## src/rtl/dmux_ctrl_pkg.sv

```systemverilog
// Shared control types for the round-robin dispatcher.
// Holds the two-state FSM encoding and the wrap-around index helper.
// Pure declarations; no logic, no latency, no flow control.
package dmux_ctrl_pkg;

  typedef enum logic {
    ST_IDLE = 1'b0,  // holding register empty
    ST_HOLD = 1'b1   // one word waiting for its consumer
  } state_t;

  // Next consumer index in strict round-robin order, wrapping at n
  function automatic int unsigned next_index(input int unsigned cur, input int unsigned n);
    return (cur >= n - 1) ? 0 : cur + 1;
  endfunction

endpackage

```

## src/rtl/dmux.sv

```systemverilog
// Word demultiplexer: copies the input word onto the selected output only.
// Purely combinational, zero latency.
// No flow control; non-selected outputs are driven to zero.
module dmux #(
  parameter int WIDTH   = 32,
  parameter int OUTPUTS = 4
) (
  input  logic [WIDTH-1:0]           in,
  input  logic [$clog2(OUTPUTS)-1:0] sel,
  output logic [WIDTH-1:0]           out [OUTPUTS]
);

  // Steer the word to the selected lane, zero everywhere else
  always_comb begin
    for (int i = 0; i < OUTPUTS; i++) begin
      out[i] = (int'(sel) == i) ? in : '0;
    end
  end

endmodule

```

## src/rtl/dmux_dispatcher.sv

```systemverilog
// Round-robin dispatcher: one holding register fans words out to OUTPUTS consumers in strict order.
// Latency: one cycle from accept to out_valid; one word per cycle when the target is ready.
// Backpressure: waits indefinitely on a non-ready target; accepts only if the held word leaves the same cycle.
module dmux_dispatcher
  import dmux_ctrl_pkg::*;
#(
  parameter int WIDTH   = 32,
  parameter int OUTPUTS = 4
) (
  input  logic                       clk,
  input  logic                       rst_n,
  input  logic                       en,
  input  logic [WIDTH-1:0]           in_data,
  input  logic                       in_valid,
  output logic                       in_ready,
  output logic [WIDTH-1:0]           out_data [OUTPUTS],
  output logic [OUTPUTS-1:0]         out_valid,
  input  logic [OUTPUTS-1:0]         out_ready,
  output logic [$clog2(OUTPUTS)-1:0] target,
  output logic [31:0]                xfer_count
);

  localparam int SELW = $clog2(OUTPUTS);

  state_t            state_q, state_d;
  logic [WIDTH-1:0]  data_q, data_d;
  logic [SELW-1:0]   target_q, target_d;
  logic [31:0]       xfer_q, xfer_d;
  logic              accept, deliver;

  // Only the current target's ready matters; others are ignored by construction
  assign deliver  = (state_q == ST_HOLD) && out_ready[target_q];
  // Reset gates in_ready so nothing is offered while the block is held in reset
  assign in_ready = rst_n && en && ((state_q == ST_IDLE) || out_ready[target_q]);
  assign accept   = in_valid && in_ready;

  // Next-state: delivery frees the slot and advances the pointer, a same-cycle accept refills it
  always_comb begin
    state_d  = state_q;
    data_d   = data_q;
    target_d = target_q;
    xfer_d   = xfer_q;
    if (deliver) begin
      state_d  = ST_IDLE;
      data_d   = '0;
      target_d = SELW'(next_index(32'(target_q), OUTPUTS));
      xfer_d   = xfer_q + 32'd1;
    end
    if (accept) begin
      state_d = ST_HOLD;
      data_d  = in_data;
    end
  end

  // FSM and datapath registers; reset discards any held word without counting it
  always_ff @(posedge clk or negedge rst_n) begin
    if (!rst_n) begin
      state_q  <= ST_IDLE;
      data_q   <= '0;
      target_q <= '0;
      xfer_q   <= '0;
    end else begin
      state_q  <= state_d;
      data_q   <= data_d;
      target_q <= target_d;
      xfer_q   <= xfer_d;
    end
  end

  // Valid one-hot comes straight from state and pointer, independent of the data path
  assign out_valid = (state_q == ST_HOLD) ? (OUTPUTS'(1) << target_q) : '0;

  // The holding register is cleared when empty, so idle lanes read as zero
  dmux #(
    .WIDTH  (WIDTH),
    .OUTPUTS(OUTPUTS)
  ) u_dmux (
    .in (data_q),
    .sel(target_q),
    .out(out_data)
  );

  assign target     = target_q;
  assign xfer_count = xfer_q;

endmodule

```

## config.mk

```make
export PLATFORM = sky130hd
export DESIGN_NAME = dmux_dispatcher
export DESIGN_NICKNAME = d
export VERILOG_FILES = /design/src/rtl/dmux_ctrl_pkg.sv /design/src/rtl/dmux.sv /design/src/rtl/dmux_dispatcher.sv
export SDC_FILE = /design/constraint.sdc
export NUM_CORES = 1
export LEC_CHECK = 0
export BUFFER_PORTS_ARGS = -buffer_cell sky130_fd_sc_hd__buf_2
export CAP_MARGIN = 20
export CORE_ASPECT_RATIO = 1.4
export CORE_MARGIN = 1
export CORE_UTILIZATION = 50
export CTS_BUF_LIST = sky130_fd_sc_hd__clkbuf_8
export DETAILED_ROUTE_END_ITERATION = 16
export HOLD_SLACK_MARGIN = 0.12
export PLACE_DENSITY = 0.94
export SLEW_MARGIN = 10
export SYNTH_ARGS = -nofsm -noshare
export SYNTH_HDL_FRONTEND = slang
export SYNTH_SLANG_ARGS = --single-unit
```

## constraint.sdc

```tcl
create_clock -name clk -period 3.2 [get_ports clk]
set_input_delay 0.64 -clock clk [delete_from_list [all_inputs] [get_ports clk]]
set_output_delay 0.64 -clock clk [all_outputs]
set_load 0.02 [all_outputs]
```

==> flow_summary.yaml <==
status:
  status: "complete, no violations"
synth:
  syn_area_mm2: 0.003719
  synth_edf_count: 0
  syn-instance-count: 368
  postSynth.asyncResetShare: 1.000
  seq_area_frac_synth: 0.4509
  postSynthAreaPerCell_um2: 10.10
  ys.warnings.count: 0
  synth_seq_cells: 67
  synth.distinct_cells: 31
  syn_nets: 413
  synth_top_flop_cell: "dfrtp_1"
place:
  dp_hpwl_um: 7745
  io_buffers: 206
  postPlaceCellArea_mm2: 0.004801
  routabilityCongestion: 0.7785
  place_ws_ps: 743.8
clocking:
  ctsRootBufferMaster: "clkbuf_8"
  clk_pin_slew_ps: 80
  cts.path.max_buffers: 2
  cts_sinks: 67
  ctsResizeCount: 0
  cts_htree_levels: 3
  clkLatencyLatePin_ps: 340
  post_cts_buffers: 0
  hold_buffers: 0
  numCtsBuffers: 9
  cts_tree: "yes"
final_layout:
  layout.nets: 613
  syn2layout_area_growth_pct: 34.59
  final_area_mm2: 0.005005
  layout_commonest_cell: "buf_2"
  drive_above_1_share: 0.4119
  final_cell_mix: "buf_2, and2_1, dfrtp_1"
  fill_cells: 523
timing:
  setup_tns_ps: 0
  fin_crit_ps: 2670
  fmax_mhz: 374.6
  holdWs_ps: 346.1
  rsz0062_at_grt: "no"
  fin_skew_ps: 11.30
  relSlewSlack: 0.3807
  final-setup-viol-count: 0
  worst_pin_slew_ps: 929.0
  finalHoldViolations: 0
  layout_setup_ws_ps: 530.5
  post-route-period-util: 0.8342
  maxSlewViolCount: 0
die:
  fp.dieH_um: 104.0
  io_pins: 207
  rows: 36
  dieArea_mm2: 0.007791
  die_w_um: 74.89
  coreArea_mm2: 0.007072
  start_util: 0.5258
routing:
  via_per_inst: 5.178
  avgRoutedWirePerCell_um: 15.68
  antenna_left: 0
  drtIter0Drc: 160
  wirelength_um: 10490
  first_pass_iters: 4
  vias: 3464
  remaining_drc_errors: 0
flow_run:
  drv_cap: 0
power_and_ir_drop:
  totalPowerFinal_uw: 3750
  irDropWorstVdd_uv: 499.5
  power.leakage_uw: 0.002853
  power_density_mw_per_mm2: 749.3
grt:
  track_usage: 0.2685
  grt_overflow: 0
  antenna_found_initial: 1
  grt_pass1_vias: 3252
  grt_pass1_wl_um: 15950
  grt_max_degree: 38
min_path:
  min_path_type: "input pin to asynchronous set/reset pin"
worst_setup_path:
  cp-end-kind: "primary output"
  cp.arrival_ps: 2030
  critPathKind: "flop to primary output"
  start_kind: "flop"
  crit_required_ps: 2560
  crit_path_max_fanout: 34
worst max-delay path: stages (launching register included):
cell,delay [ps]
dfrtp_1,460
ha_1,810
and2_1,240
buf_2,170
layout make-up:
class	instances	area (µm²)	area share
Antenna cell	1	2.502	0.0005000
Clock buffer	9	123.9	0.02475
Clock inverter	7	77.57	0.01550
Inverter	4	15.01	0.003000
Multi-Input combinational cell	273	1894	0.3785
Sequential cell	67	1677	0.3350
Tap cell	95	118.9	0.02375
Timing Repair Buffer	213	1096	0.2190
per-layer routing:
layer / GRT usage / vias to the layer above / wire, µm
met5: 0 / - / 0
met4: 0.1038 / 0 / 194
met3: 0.08818 / 20 / 866
met2: 0.4614 / 159 / 5416
met1: 0.2973 / 1644 / 4013
li1: - / 1641 / -
through the flow:
stage,util,std cells
2_1_floorplan,-,368
3_3_place_gp,0.6789,652
3_5_place_dp,0.6789,652
4_1_cts,0.7074,668
5_1_grt,0.7077,669
6_report,0.7077,669
sequential cells by signal (all words and copies together), names as in the netlist:
signal      count
data_q         32
state_q         1
target          2
xfer_count     32
where the power goes:
group	total (µW)	internal, µW	leakage, µW	switching [µW]
logic	1750	667	0.00186	1080
registers	1280	1040	0.000893	246
clock network	713	365	0.0000998	348
total	3750	2070	0.00285	1680
synth_stat cells, drive strengths merged, types with 2 or more instances:
master	count	area, µm²
and2	134	840.8
dfrtp	67	1677
a22o	31	271.5
xnor2	30	262.8
nand4	19	118.9
clkbuf	13	48.80
nand3	12	70.07
buf	11	86.32
nand2	10	37.54
and3	9	56.30
nor2	7	33.78
and4	5	46.29
ha	5	62.56
inv	4	15.01
o21ai	2	10.01
path summary, 6_finish.rpt:
check                                    start             end  slack [ps]  cells past startpoint
worst max register to register       target[0]      data_q[14]        1040                      5
max in group asynchronous                rst_n      data_q[12]        2480                      2
worst max-delay path                 target[0]    out_data[22]         530                      3
min in group clk                xfer_count[31]  xfer_count[31]         500                      1
worst min-delay path                     rst_n  xfer_count[31]         350                      2
worst min register to register  xfer_count[31]  xfer_count[31]         500                      1
kinds of logic (layout without fill, tap and decap cells):
logic type,after synthesis,in the layout,share of synthesized area
adder cells (fa/ha/maj),5,5,0.01682
AO/OA/AOI/OAI,35,35,0.07974
other,0,1,0
flip-flops,67,67,0.4509
multiplexers,2,2,0.009084
buffers and inverters,28,233,0.04037
XOR/XNOR,31,31,0.07301
AND/OR/NAND/NOR,200,200,0.3301
Note: power is estimated with default switching activity, not from simulation.
